`src/rtl/turf_udp_pkg.sv`:
```
`default_nettype none
// ==========================================================================
// turf_udp_pkg : UDP header field layout and default TURF port map
// Rev 1.0
// ==========================================================================
package turf_udp_pkg;

   localparam int unsigned c_hdr_ip_lsb   = 32;
   localparam int unsigned c_hdr_ip_w     = 32;
   localparam int unsigned c_hdr_port_lsb = 16;
   localparam int unsigned c_hdr_port_w   = 16;
   localparam int unsigned c_hdr_len_lsb  = 0;
   localparam int unsigned c_hdr_len_w    = 16;

   // Channel index width covers the full legal range of 1..8 channels.
   localparam int unsigned c_idx_w = 3;

   localparam logic [15:0] c_port_0 = 16'd21600;
   localparam logic [15:0] c_port_1 = 16'd21601;
   localparam logic [15:0] c_port_2 = 16'd21602;
   localparam logic [15:0] c_port_3 = 16'd21603;
   localparam logic [63:0] c_def_port_list = {c_port_3, c_port_2, c_port_1, c_port_0};

   typedef enum logic [1:0] {
      ST_IDLE = 2'd0,
      ST_HDR  = 2'd1,
      ST_DATA = 2'd2,
      ST_DROP = 2'd3
   } demux_state_e;

endpackage
`default_nettype wire

```
`src/rtl/turf_udp_port_match.sv`:
```
`default_nettype none
// ==========================================================================
// turf_udp_port_match : priority compare of a UDP port against a port list
// Rev 1.0
// ==========================================================================
module turf_udp_port_match
   import turf_udp_pkg::*;
#(
   parameter int                      NUM_PORTS = 4,
   parameter logic [16*NUM_PORTS-1:0] PORT_LIST = c_def_port_list
) (
   input  logic [c_hdr_port_w-1:0] tdest_i,
   output logic                    match_o,
   output logic [c_idx_w-1:0]      idx_o
);

   // Scan from the top down so the lowest matching entry wins.
   always_comb begin
      match_o = 1'b0;
      idx_o   = '0;
      for (int i = NUM_PORTS - 1; i >= 0; i--) begin
         if (PORT_LIST[16*i +: 16] == tdest_i) begin
            match_o = 1'b1;
            idx_o   = c_idx_w'(i);
         end
      end
   end

endmodule
`default_nettype wire

```
`src/rtl/turf_udp_port_demux.sv`:
```
`default_nettype none
// ==========================================================================
// turf_udp_port_demux : routes UDP packets to a channel by destination port
// Rev 1.0
// ==========================================================================
module turf_udp_port_demux
   import turf_udp_pkg::*;
#(
   parameter int                      NUM_PORTS = 4,
   parameter logic [16*NUM_PORTS-1:0] PORT_LIST = c_def_port_list
) (
   input  logic                    clk,
   input  logic                    rst,
   input  logic [63:0]             s_udphdr_tdata,
   input  logic [15:0]             s_udphdr_tdest,
   input  logic                    s_udphdr_tvalid,
   output logic                    s_udphdr_tready,
   input  logic [63:0]             s_udpdata_tdata,
   input  logic [7:0]              s_udpdata_tkeep,
   input  logic                    s_udpdata_tlast,
   input  logic                    s_udpdata_tvalid,
   output logic                    s_udpdata_tready,
   output logic [NUM_PORTS*64-1:0] m_udphdr_tdata,
   output logic [NUM_PORTS-1:0]    m_udphdr_tvalid,
   input  logic [NUM_PORTS-1:0]    m_udphdr_tready,
   output logic [NUM_PORTS*64-1:0] m_udpdata_tdata,
   output logic [NUM_PORTS*8-1:0]  m_udpdata_tkeep,
   output logic [NUM_PORTS-1:0]    m_udpdata_tlast,
   output logic [NUM_PORTS-1:0]    m_udpdata_tvalid,
   input  logic [NUM_PORTS-1:0]    m_udpdata_tready,
   output logic [31:0]             drop_count
);

   demux_state_e         state_q;
   logic [63:0]          hdr_q;
   logic [c_idx_w-1:0]   idx_q;
   logic [31:0]          drop_cnt_q;
   logic [31:0]          drop_cnt_d;

   logic                 w_match_vld;
   logic [c_idx_w-1:0]   w_match_idx;
   logic [NUM_PORTS-1:0] w_sel;
   logic                 w_in_hdr;
   logic                 w_in_data;
   logic                 w_beat_acc;

   turf_udp_port_match #(
      .NUM_PORTS (NUM_PORTS),
      .PORT_LIST (PORT_LIST)
   ) u_match (
      .tdest_i (s_udphdr_tdest),
      .match_o (w_match_vld),
      .idx_o   (w_match_idx)
   );

   // Handshakes are gated by rst so nothing is offered or taken in reset.
   assign w_in_hdr         = (state_q == ST_HDR)  && !rst;
   assign w_in_data        = (state_q == ST_DATA) && !rst;
   assign s_udphdr_tready  = (state_q == ST_IDLE) && !rst;
   assign s_udpdata_tready = ((state_q == ST_DROP) && !rst) ||
                             (w_in_data && |(m_udpdata_tready & w_sel));
   assign w_beat_acc       = s_udpdata_tvalid && s_udpdata_tready;
   assign drop_count       = drop_cnt_q;

   for (genvar i = 0; i < NUM_PORTS; i++) begin : g_ch
      assign w_sel[i]                   = (idx_q == c_idx_w'(i));
      assign m_udphdr_tdata[64*i +: 64] = hdr_q;
      assign m_udphdr_tvalid[i]         = w_sel[i] && w_in_hdr;
      assign m_udpdata_tdata[64*i +: 64] = s_udpdata_tdata;
      assign m_udpdata_tkeep[8*i +: 8]  = s_udpdata_tkeep;
      assign m_udpdata_tlast[i]         = s_udpdata_tlast;
      assign m_udpdata_tvalid[i]        = w_sel[i] && w_in_data && s_udpdata_tvalid;
   end

   always_comb begin
      drop_cnt_d = drop_cnt_q;
      if ((state_q == ST_DROP) && w_beat_acc && s_udpdata_tlast && (drop_cnt_q != '1))
         drop_cnt_d = drop_cnt_q + 32'd1;
   end

   always_ff @(posedge clk) begin
      if (rst) begin
         state_q    <= ST_IDLE;
         hdr_q      <= '0;
         idx_q      <= '0;
         drop_cnt_q <= '0;
      end else begin
         drop_cnt_q <= drop_cnt_d;
         case (state_q)
            ST_IDLE: begin
               if (s_udphdr_tvalid) begin
                  hdr_q   <= s_udphdr_tdata;
                  idx_q   <= w_match_idx;
                  state_q <= w_match_vld ? ST_HDR : ST_DROP;
               end
            end
            ST_HDR: begin
               if (|(m_udphdr_tready & w_sel))
                  state_q <= ST_DATA;
            end
            ST_DATA, ST_DROP: begin
               if (w_beat_acc && s_udpdata_tlast)
                  state_q <= ST_IDLE;
            end
            default: state_q <= ST_IDLE;
         endcase
      end
   end

endmodule
`default_nettype wire

```
`config.mk`:
```
export PLATFORM = sky130hd
export DESIGN_NAME = turf_udp_port_demux
export DESIGN_NICKNAME = d
export VERILOG_FILES = /design/src/rtl/turf_udp_pkg.sv /design/src/rtl/turf_udp_port_match.sv /design/src/rtl/turf_udp_port_demux.sv
export SDC_FILE = /design/constraint.sdc
export NUM_CORES = 1
export LEC_CHECK = 0
export ABC_CLOCK_PERIOD_IN_PS = 2140
export CORE_AREA = 10 10 283 285
export CTS_CLUSTER_SIZE = 25
export DETAILED_ROUTE_END_ITERATION = 7
export DIE_AREA = 0 0 293 295
export PLACE_DENSITY = 0.42
export SYNTH_ARGS = -nofsm -noshare
export SYNTH_HDL_FRONTEND = slang
export SYNTH_HIERARCHICAL = 1
export SYNTH_SLANG_ARGS = --single-unit
```
`constraint.sdc`:
```
create_clock -name clk -period 2.14 [get_ports clk]
set_input_delay 0.428 -clock clk [delete_from_list [all_inputs] [get_ports clk]]
set_output_delay 0.428 -clock clk [all_outputs]
set_load 0.02 [all_outputs]
```
==> results, run 1 <==
- Power spread over the standard cell area amounts to ~550 nW/um2.
- For this run, asynchronously set or reset flops after synthesis account for 0%.
- The worst path required time is roughly 1700 ps.
- The number of primary I/O pins is 755.
- Dividing the detail-routed wire length by the instance count gives 18.4 um.
- The worst voltage drop across the vdd grid is about 330 uV.
- In this run the cell area of the synthesized design comes to just under 8000 um2.
- The share of the Yosys chip area taken by registers is between 20% and 30%.
- Yosys mapped a number of flops with a built-in enable equal to 0.
- The reported leakage power is roughly 3.3 nW.
- For this configuration, the core starts out at a cell density of a little over a tenth.
- The met3 global-route usage is between 4 and 5%.
- TritonCTS built the clock tree.
- The CTS clock-pin slew for the worst setup and hold paths is around 80 ps.
- Hold repair after CTS inserted 0 buffers.
- The number of standard-cell rows in the floorplan is 100.
- The top cell types in the final layout, fill and taps aside, are 373 x clkdlybuf4s50_1, 147 x nand2_1, 98 x dfxtp_1, 92 x a21oi_1, 57 x buf_4.
- The relative area change from synthesis to final layout is 27.4%.
- After routing the design area is 10,100 um2.
- The synthesis warning total is 6.
- Leaving out fill and tap cells, the most frequent cell in the layout is clkdlybuf4s50_1.
- The checks that failed: setup timing.
- The TritonCTS sink count is 101.
- The power after layout is ~5.5 mW.
- For the worst flop-to-flop path, the logic depth is 5.
- The number of nets in the synthesized netlist is between 1,000 and 1,500.
- The number of buffers added by the clock tree synthesis step is 9.
- The number of DRC markers in iteration 0 is 250.
- Entering global routing, the biggest net connects between 60 and 70 pins.
- The maximum achievable frequency is ~0.45 GHz.
- The final count of pins violating max slew is 0.
- Across all register-to-register paths, the minimum setup slack is about 80 ps.
- The global-route wire length before repair is just under 50 mm.
- The overall routed net length is ~36 mm.
- The die covers a little under 90,000 um2.
- On the final layout, the worst hold slack is about 500 ps.
- The post-layout minimum cycle time is 2230 ps.
- The number of non-filler instances in the completed layout is slightly below 2,000.
- The path class of the lowest-slack min-delay path is reg -> reg.
- The routed via count divided by cell count is around 3.1.
- The layout cell share with drive strength beyond 1 is between 10% and 20%.
- The initial antenna violation count is 8.
- The final route contains 6,012 vias.
- No sink is reached through more buffers than the 2 on the longest clock path.
- The startpoint-to-endpoint class of the critical path is in -> out.
- The count of max-cap constraint violations is 0.
- The met2 track utilization from global routing is roughly 14%.
- The net count of the finished layout is around 1,100.
- The clock reaches the later pin of the worst-skew pair after between 300 and 400 ps.
- For met1 alone, demand over resource in global routing was 7.02%.
- Setup violations remaining at the end of the flow were counted as 1.
- The post-layout worst setup margin is -87.5 ps.
- The height of the chip is slightly below 300 um.
- The startpoint identified for the worst hold timing path is idx_q[0]$_SDFFE_PP0P_.
- Along the worst hold path, the cell count comes to 2.
- The number of flip-flops and latches in the synthesized netlist is around 100.
- The startpoint kind of the worst setup timing path is a primary input.
- The average instance in the mapped netlist occupies just under 8 um2.
- The flow ran to the end, but the final reports show violations.
- Synthesis handed over a netlist of 1,018 instances.
- The first detailed-routing pass took 4 iterations.
- Setup repair after global routing could not meet its margin everywhere.
- Once placement finished, the instance area stood at just under 10,000 um2.
- The number of global-route vias before repair is roughly 6,100.
- Between clock sinks in the finished design, the worst skew comes to around 22 ps.
- In this run the tool buffered the top-level ports with between 300 and 400 buffer cells.
- The number of hold violations in the final report is 0.
- The tree is rooted in a clkbuf_16.
- The worst-case hold path end point is idx_q[0]$_SDFFE_PP0P_.
- The H-tree generated during clock tree synthesis spans 3 levels.
- At the end of routability-driven placement, the weighted congestion stood at 0.677.
- The highest-utilization routing layer at the global route stage is met2.
- The total overflow reported by the global router is 0.
- The horizontal die dimension is just under 300 um.
- The total routing resource utilization after global routing is 7.72%.
- Detailed placement finished with a half-perimeter wire length of around 30 mm.
- For this run, design rule violations remaining after detail routing come to 0.
- The number of instances in the placed design is roughly 1,900.
- The worst setup path is captured at an output port.
- In this run the remaining antenna-violating nets after routing total 0.
- In this run, distinct cell masters in the synthesized netlist total 45.
- Data on the critical path arrives at its endpoint at around 1800 ps.
- The startpoint identified for the worst register-to-register timing path is drop_count[10]$_SDFFE_PP0P_.
- For this run, the leading register cell type out of synthesis is dfxtp_1.
- The final critical-path share of the clock period is 104%.
- Of all nets on the critical path, the largest fanout is 2.
- The capture point of the worst reg-to-reg path is drop_count[28]$_SDFFE_PP0P_.
- The area of the core is about 74,000 um2.
-- flip-flops by register name, indices dropped and copies added (netlist names) --
name	cells
drop_count	32
hdr_q	64
idx_q	3
state_q	2
-- timing repair --
item	in CTS	in global routing
cloned	1	0
gates resized for setup	41	18
setup endpoints to repair	31	21
buffers inserted	4	1
pin swaps	2	4
-- Yosys cell counts, types with 5 or more instances --
| cell | number | area [um2] |
|---|---|---|
| a21oi_1 | 95 | 475 |
| and3_1 | 5 | 31.3 |
| and4_1 | 6 | 52.6 |
| buf_1 | 6 | 22.5 |
| buf_2 | 5 | 25.0 |
| buf_4 | 487 | 3660 |
| clkbuf_1 | 25 | 93.8 |
| dfxtp_1 | 101 | 2020 |
| inv_1 | 7 | 26.3 |
| nand2_1 | 148 | 556 |
| nand3_1 | 12 | 60.1 |
| nand4_1 | 9 | 56.3 |
| nor2_1 | 17 | 63.8 |
| o31ai_1 | 18 | 135 |
| or3_1 | 7 | 43.8 |
| or4_1 | 19 | 143 |
-- routing by layer --
metal	vias to the layer above	share of wire, %
li1	2725	-
met3	123	12
met1	2744	33
met5	-	0.037
met4	2	4.0
met2	418	51
-- power breakdown --
group          internal, mW  leakage, nW  switching, mW
Combinational         0.781         2.33          0.806
Clock                 0.823        0.139          0.970
Sequential             1.96        0.824          0.151
Total                  3.57         3.29           1.93
-- through the flow --
step                TNS (ps)  utilization [%]  worst slack (ps)
global placement      -14700             13.1              -649
finish                 -87.5             13.6             -87.5
global route            -139             13.6              -130
detailed placement    -15740             13.1              -618
floorplan                  0                -              44.6
CTS                     -119             13.5              -112
-- worst max-delay path by stage --
stage / from / to / slack (ps) / depth (start not counted)
global placement: s_udpdata_tlast / drop_count[21]$_SDFFE_PP0P_ / -650 / 8
detailed placement: s_udpdata_tlast / drop_count[21]$_SDFFE_PP0P_ / -620 / 8
global route: m_udpdata_tready[1] / s_udpdata_tready / -130 / 5
floorplan: drop_count[0]$_SDFFE_PP0P_ / drop_count[26]$_SDFFE_PP0P_ / 40 / 7
finish: m_udpdata_tready[1] / s_udpdata_tready / -90 / 5
CTS: idx_q[0]$_SDFFE_PP0P_ / s_udpdata_tready / -110 / 4
-- cell families after synthesis --
group	share of synthesized area [%]
DFF	25.6
and+or+nand+nor	15.2
xor gates and xnor gates	0.111
other	0.0474
AOI/OAI and AO/OA	9.29
muxes	1.14
adders and majority gates	0.158
buffers and inverters	48.5
-- cell type report --
type	count	area (um2)
antenna	1	2.50
clock buffer	9	225
clock inverter	7	67.6
fill	8441	64100
inverter	7	26.3
multi-input combinational	386	2120
sequential	101	2030
tap	969	1210
timing repair buffer	453	4400
-- worst max-delay path, stage by stage --
cell	delay (ps)
clkdlybuf4s50_1	410
mux4_2	530
a21oi_2	190
nor3b_2	80
buf_12	160
(Power assumes the default switching activity.)
==> run 2, diff against run 1 <==
CAP_MARGIN = 15   (was unset)
CELL_PAD_IN_SITES_DETAIL_PLACEMENT = 1   (was unset)
CELL_PAD_IN_SITES_GLOBAL_PLACEMENT = 1   (was unset)
CORE_AREA = 10 10 287 289   (was 10 10 283 285)
DIE_AREA = 0 0 297 299   (was 0 0 293 295)
PLACE_DENSITY = 0.55   (was 0.42)
==> run 2 against run 1 <==
Net effect:
- global-route usage is 0.063 points lower
- sequential share of layout area shrank 0.57 points
- the run still ends with setup timing left
- clock power is essentially flat
- highest routed layer is now met4
- hold slack gained 2.9 ps
- wire length is 0.90% higher
- clock skew shrank 10 ps
==> results, run 2 (synthesis gave the netlist of run 1 again) <==
- The post-layout minimum cycle time is 2200 ps (-30.6 ps).
- The path class of the lowest-slack min-delay path is reg -> reg.
- The final critical-path share of the clock period came to 103% (-1.4 points).
- The logic gate share of total power came to 29.1% (+0.2 points).
- The overall routed net length is 35.9 mm (+0.90%).
- The power per unit of standard cell area was 533 nW/um2 (-2.2%).
- In this run the critical register-to-register path is captured at drop_count[4]$_SDFFE_PP0P_.
- The maximum number of pins on one net before global-route repair is 69 (+3.0%).
- The net switching power is 1.95 mW (+1.0%).
- For the pin with the worst max-slew slack, the measured transition is approximately 520 ps.
- The initial cell density of the core was 10.3% (-0.35 points).
- The number of DRC markers in iteration 0 came to 224 (-10%).
- The number of buffers added by the clock tree synthesis step is 9 (unchanged).
- The number of detailed-routing iterations run before antenna repair is 4 (unchanged).
- The area of the core came to 76,700 um2 (+3.4%).
- Setup repair after global routing could not meet its margin everywhere.
- The instance count along the most critical hold path is 2 (unchanged).
- The cell sitting at the root of the clock tree is a clkbuf_16.
- The clock share of power came to 32.8% (+0.2 points).
- The internal power is 3.57 mW (+0.18%).
- TritonCTS built the clock tree.
- The worst setup path is launched from a primary input.
- The number of buffer and inverter instances along the worst setup path is 2 (unchanged).
- The detailed-route DRC error count is 0 (unchanged).
- The number of nets with antenna violations after detailed routing is 0 (unchanged).
- The headroom to the max-slew limit is between 60% and 70%.
- The run finished, with violations left.
- The worst clock skew is 11.6 ps (-10.0 ps).
- The layout cell share with drive strength beyond 1 is 13.4% (+0.87 points).
- The clock latency of the later-clocked register in the worst-skew pair is 390 ps (about the same).
- The clock tree buffer depth is 2 (unchanged).
- The total number of H-tree levels is 3 (unchanged).
- The reported leakage power is 3.34 nW (+1.6%).
- The number of standard-cell rows in the floorplan is 102 (+2.0%).
- The via count is 6,128 (+1.9%).
- The number of buffers added to fix hold violations after cts is 0 (unchanged).
- The wire length per cell after detailed routing is 17.8 um (-3.3%).
- The final net count was 1,136 (+1.1%).
- The height of the chip is 299 um (+1.4%).
- The weighted congestion at the end of routability-driven global placement came to 0.688 (+1.7%).
- The cell with the largest stage delay on the worst path is mux4_2.
- The initial antenna violation count is 6 (-2).
- The worst setup path is of the in -> out kind.
- The depth of the most critical reg-to-reg path is 7 (+2).
- The worst voltage drop across the vdd grid came to 263 uV (-20%).
- The total routing resource utilization after global routing is 7.65% (-0.063 points).
- The total overflow reported by the global router is 0 (unchanged).
- The maximum achievable frequency was 0.455 GHz (+1.4%).
- The final reports fail on setup timing.
- The global-route wire length before repair was 49.7 mm (+3.4%).
- In the layout the commonest cells are 374 x clkdlybuf4s50_1, 147 x nand2_1, 99 x dfxtp_1, 92 x a21oi_1, 70 x buf_4.
- The switching power as a share of total power is 35.3% (+0.19 points).
- The critical path data arrival time came to 1770 ps (-30 ps).
- The number of primary I/O pins is 755 (unchanged).
- The post-layout worst setup margin is -56.9 ps (+30.6 ps).
- The worst setup path is captured at an output port.
- The maximum fanout encountered on the critical timing path is 2 (unchanged).
- The worst hold path begins at hdr_q[3]$_SDFFE_PP0P_.
- The power after layout is 5.52 mW (+0.47%).
- The total negative setup slack is -56.9 ps (+30.6 ps).
- The number of hold violations in the final report is 0 (unchanged).
- The startpoint identified for the worst register-to-register timing path is drop_count[0]$_SDFFE_PP0P_.
- The worst path required time is 1710 ps (about the same).
- The register with the most flip-flops is hdr_q.
- The count of buffers inserted at the top-level ports is 394 (unchanged).
- The flip-flop count of the largest register, all copies and words added was 64 (unchanged).
- The number of global-route vias before repair is 6,543 (+7.9%).
- The TritonCTS sink count is 101 (unchanged).
- Among cell families on the critical path, the largest total delay comes from buffers and inverters.
- Compared with the post-synthesis result, the final layout area differs by 30.9%.
- The worst-case hold path end point is hdr_q[3]$_SDFFE_PP0P_.
- The minimum setup slack among reg-to-reg paths was 110 ps (+30 ps).
- The routed via count divided by cell count is 3.04 (-2.3%).
- The horizontal die dimension is 297 um (+1.4%).
- The CTS clock-pin slew for the worst setup and hold paths is 80 ps (about the same).
- The library cell used most frequently in the layout, excluding fill and tap cells, is clkdlybuf4s50_1.
- The peak per-stage delay on the critical path is 520 ps (about the same).
- The number of endpoints failing setup at the final stage is 1 (unchanged).
- The full die area is 88,800 um2 (+2.7%).
- The count of max-cap constraint violations is 0 (unchanged).
- The final count of pins violating max slew was 0 (unchanged).
- The placed wire-length estimate after detailed placement is 29.9 mm (-0.81%).
- The signal on the critical path passes through clkdlybuf4s50_1 -> mux4_2 -> a21oi_4 -> nor3b_2 -> buf_12.
- The proportion of power drawn by flip-flops and latches came to 38.1% (-0.4 points).
==> run 2: changes by cell type in the layout (fill, tap and decap cells not counted), sizes merged <==
cell	before	now
buf	71	80
clkbuf	12	11
clkdlybuf4s15	0	4
clkdlybuf4s50	373	374
clkinv	2	3
clkinvlp	2	1
diode	1	2
dlymetal6s2s	1	0
==> run 2: how the worst max path moves through the flow <==
stage                                     from  cells past startpoint                     endpoint
floorplan           drop_count[0]$_SDFFE_PP0P_                      7  drop_count[26]$_SDFFE_PP0P_
global placement               s_udpdata_tlast                      8  drop_count[21]$_SDFFE_PP0P_
detailed placement             s_udpdata_tlast                      8  drop_count[17]$_SDFFE_PP0P_
CTS                      idx_q[0]$_SDFFE_PP0P_                      4             s_udpdata_tready
global route             idx_q[0]$_SDFFE_PP0P_                      4             s_udpdata_tready
finish                     m_udpdata_tready[3]                      5             s_udpdata_tready
==> run 2: cell type report <==
class | instances | area, um2
Antenna cell | 2 | 5.00
Clock buffer | 9 | 225
Clock inverter | 7 | 63.8
Fill cell | 9040 | 66300
Inverter | 7 | 26.3
Multi-Input combinational cell | 386 | 2170
Sequential cell | 101 | 2020
Tap cell | 1040 | 1300
Timing Repair Buffer | 465 | 4540
==> run 2: tightest hold or removal path, stage by stage (launching register included) <==
cell     delay, ps
dfxtp_1        350
nand2_1         60
a21oi_1         50
==> run 2: per-layer routing <==
metal / vias to the layer above / global-route usage, % / part of all wire, %
met5: - / 0 / 0
met4: 0 / 4.84 / 5.0
met3: 131 / 3.76 / 11
met2: 385 / 13.6 / 51
met1: 2869 / 6.89 / 33
li1: 2743 / - / -
==> run 2: timing repair <==
action | CTS | global route
endpoints found under the setup margin | 26 | 20
buffers inserted | 6 | 1
gates resized for setup | 26 | 22
gates cloned | 1 | 0
pin swaps | 5 | 2
endpoints found under the hold margin | 0 | 0
==> run 2: power groups by stage <==
stage	Sequential, mW	Clock [mW]	Combinational (mW)
after detailed placement	2.15	0	1.64
final	2.10	1.81	1.61
after floorplan	2.19	0	1.66
after global routing	2.12	2.04	1.71
after global placement	2.14	0	1.62
after CTS	2.11	2.01	1.64
==> run 2: stage by stage <==
step | util (%) | instances | hold slack [ps] | area [um2] | worst slack (ps)
6_report | 13.5 | 2017 | 505 | 10400 | -56.9
5_1_grt | 13.5 | 2017 | 541 | 10400 | -116
4_1_cts | 13.4 | 2014 | 515 | 10300 | -87.1
3_5_place_dp | 12.9 | 1991 | 501 | 9900 | -696
3_3_place_gp | 12.9 | 1991 | 479 | 9900 | -703
2_1_floorplan | - | 1018 | 463 | 7910 | 44.6
==> run 3, diff against run 2 <==
--- a/config.mk
+++ b/config.mk
@@ -14,4 +14,5 @@
 export DETAILED_ROUTE_END_ITERATION = 7
 export DIE_AREA = 0 0 297 299
+export MAX_ROUTING_LAYER = met4
 export PLACE_DENSITY = 0.55
 export SYNTH_ARGS = -nofsm -noshare
==> constraint.sdc (replaced) <==
create_clock -name clk -period 2.14 [get_ports clk]
set_input_delay 0.535 -clock clk [delete_from_list [all_inputs] [get_ports clk]]
set_output_delay 0.535 -clock clk [all_outputs]
set_load 0.02 [all_outputs]
==> run 3 against run 2 <==
Net effect:
- the run still ends with setup timing left
- sequential cell count unchanged
- cell count about the same
- sequential power barely moved
- critical endpoint unchanged
- largest power group unchanged
- highest routed layer unchanged
==> results, run 3 (synthesis gave the netlist of run 1 again) <==
- The run finished, with violations left.
- The checks that failed: setup timing.
- The final count of pins violating max slew was 0 (unchanged).
- The height of the chip is 299 um (unchanged).
- The storage element area is 2030 um2 (+0.43%).
- The power per unit of standard cell area is 533 nW/um2 (-0.10%).
- The worst voltage drop across the vdd grid came to 261 uV (-0.78%).
- The number of non-filler instances in the completed layout was 2,018 (+0.050%).
- The final critical-path share of the clock period is 106% (+3.1 points).
- The worst path required time is 1600 ps (-110 ps).
- met2 is the most crowded layer.
- hdr_q holds more flip-flops than any other register.
- The number of standard-cell rows in the floorplan is 102 (unchanged).
- The horizontal die dimension is 297 um (unchanged).
- The initial cell density of the core is 10.3% (unchanged).
- The net switching power is 1.96 mW (+0.59%).
- The maximum number of pins on one net before global-route repair is 69 (unchanged).
- The utilization after layout was 13.5% (+0.020 points).
- The number of buffers added to fix hold violations after cts came to 0 (unchanged).
- For hold timing, the worst endpoint is drop_count[3]$_SDFFE_PP0P_.
- The layout cell share with drive strength beyond 1 is 14.8% (+1.3 points).
- The number of nets with antenna violations after detailed routing is 0 (unchanged).
- The initial antenna violation count is 4 (-2).
- The path class of the tightest hold or removal check is reg -> reg.
- The minimum setup slack among reg-to-reg paths was 90 ps (-20 ps).
- The logic gate share of total power is 29.0% (about the same).
- The clock share of power is 33.0% (+0.2 points).
- The worst setup path is of the in -> out kind.
- The switching power as a share of total power is 35.5% (+0.19 points).
- In this run the critical register-to-register path is captured at drop_count[21]$_SDFFE_PP0P_.
- The startpoint identified for the worst hold timing path is drop_count[3]$_SDFFE_PP0P_.
- The post-layout worst setup margin came to -123 ps (-66.3 ps).
- The most common cell after layout, fill and taps aside is clkdlybuf4s50_1.
- The full die area came to 88,800 um2 (unchanged).
- The count of buffers inserted at the top-level ports was 394 (unchanged).
- The number of global-route vias before repair is 6,610 (+1.0%).
- The total number of H-tree levels is 3 (unchanged).
- The clock latency of the later-clocked register in the worst-skew pair is 400 ps (about the same).
- The kind of end point of the critical path is an output port.
- The internal power came to 3.57 mW (-0.25%).
- The number of hold violations in the final report is 0 (unchanged).
- The number of buffers added by the clock tree synthesis step is 9 (unchanged).
- The start of the worst register-to-register path is state_q[1]$_SDFFE_PP0P_.
- The wire length per cell after detailed routing is 17.7 um (-0.48%).
- The number of instances in the placed design came to 1,989 (-0.10%).
- The number of primary I/O pins is 755 (unchanged).
- The weighted congestion at the end of routability-driven global placement is 0.700 (+1.7%).
- The flip-flop count of the largest register, all copies and words added is 64 (unchanged).
- The instance count along the most critical hold path came to 1 (-1).
- The global-route wire length before repair is 49.6 mm (-0.17%).
- The area occupied by multi-input gates is 2180 um2 (+0.81%).
- The relative area change from synthesis to final layout is 31.1%.
- The routed via count divided by cell count is 3.01 (-0.93%).
- The TritonCTS sink count is 101 (unchanged).
- The number of detailed-routing iterations run before antenna repair is 4 (unchanged).
- The proportion of power drawn by flip-flops and latches is 38.0% (about the same).
- The depth of the most critical reg-to-reg path is 6 (-1).
- The maximum achievable frequency is 0.442 GHz (-2.9%).
- The library cells used most frequently in the layout, excluding fill and tap cells, are 348 x clkdlybuf4s50_1, 147 x nand2_1, 92 x a21oi_1, 92 x dfxtp_1, 67 x buf_4.
- The power after layout is 5.52 mW (about the same).
- The startpoint kind of the worst setup timing path is a primary input.
- The via count is 6,074 (-0.88%).
- Setup repair after global routing could not meet its margin everywhere.
- The placed wire-length estimate after detailed placement is 29.7 mm (-0.52%).
- The post-layout minimum cycle time is 2260 ps (+66.3 ps).
- The total overflow reported by the global router is 0 (unchanged).
- The maximum fanout encountered on the critical timing path was 2 (unchanged).
- The total negative setup slack is -147 ps (-90.1 ps).
- The met2 track utilization from global routing is 13.5% (-0.10 points).
- The global routing usage on met1 was 6.86% (-0.032 points).
- The number of endpoints failing setup at the final stage is 2 (+1).
- The clock tree buffer depth came to 2 (unchanged).
- The detailed-route DRC error count is 0 (unchanged).
- The total of fill cells in the finished design is 9,034 (-0.066%).
- The CTS clock-pin slew for the worst setup and hold paths was 90 ps (about the same).
- The number of DRC markers in iteration 0 is 234 (+4.5%).
- The total routing resource utilization after global routing came to 7.85% (+0.19 points).
- The final net count is 1,135 (-0.088%).
- The overall routed net length is 35.7 mm (-0.43%).
- The critical path data arrival time was 1730 ps (-40 ps).
- The master cell of the clock root buffer is clkbuf_16.
- The reported leakage power came to 3.57 nW (+6.6%).
- The worst clock skew came to 9.49 ps (-2.06 ps).
- The TritonCTS clock tree is built.
- The met3 global-route usage is 3.78% (+0.022 points).
- The area of the core is 76,700 um2 (unchanged).
- The count of max-cap constraint violations was 0 (unchanged).
run 3: changes by cell type in the layout (fill, tap and decap cells not counted), sizes merged:
cell,before,now
clkbuf,11,9
clkdlybuf4s15,4,1
diode,2,4
dlygate4sd2,5,23
clkdlybuf4s50,374,348
dlymetal6s2s,0,7
buf,80,85
run 3: timing repair:
action | CTS | global route
endpoints found under the setup margin | 84 | 38
hold endpoints to repair | 0 | 0
buffers inserted | 5 | 3
pin swaps | 7 | 8
cloned | 1 | 0
resized for setup | 70 | 35
run 3: metrics by stage:
| stage | setup slack [ps] | hold WS (ps) | cell area (um2) |
|---|---|---|---|
| after floorplan | 35.9 | 463 | 7910 |
| final | -123 | 499 | 10400 |
| after global routing | -181 | 534 | 10400 |
| after global placement | -804 | 479 | 9870 |
| after detailed placement | -819 | 491 | 9870 |
| after CTS | -173 | 506 | 10200 |
run 3: worst max-delay path, stage by stage:
cell	delay, ps
dlygate4sd2_1	260
mux4_2	520
a21oi_4	180
nor3b_4	70
buf_12	150
run 3: worst max-delay path by stage:
stage / from / end / cells after the start
floorplan: rst / drop_count[21]$_SDFFE_PP0P_ / 6
global placement: s_udpdata_tlast / drop_count[21]$_SDFFE_PP0P_ / 8
detailed placement: s_udpdata_tlast / drop_count[21]$_SDFFE_PP0P_ / 8
CTS: idx_q[0]$_SDFFE_PP0P_ / s_udpdata_tready / 4
global route: idx_q[0]$_SDFFE_PP0P_ / s_udpdata_tready / 4
finish: m_udpdata_tready[2] / s_udpdata_tready / 5
run 3: routing by layer:
metal  share of wire (%)  vias to the layer above
li1                    -                     2742
met1                  33                     2818
met2                  51                      372
met3                  10                      142
met4                 4.8                        0
met5                   0                        -
run 3: power groups by stage:
stage | combinational [mW] | clock, mW | sequential (mW)
floorplan | 1.66 | 0 | 2.19
global placement | 1.61 | 0 | 2.14
finish | 1.60 | 1.82 | 2.10
detailed placement | 1.63 | 0 | 2.15
global route | 1.70 | 2.04 | 2.12
CTS | 1.63 | 2.03 | 2.11
run 3: layout make-up:
| class | instances | area share (%) |
|---|---|---|
| diodes | 4 | 0.0965 |
| clock inverters | 7 | 0.615 |
| well taps | 1040 | 12.6 |
| flip-flops and latches | 101 | 19.6 |
| multi-input cells | 386 | 21.1 |
| inverters | 7 | 0.253 |
| clock buffers | 9 | 2.17 |
| repair buffers | 464 | 43.6 |
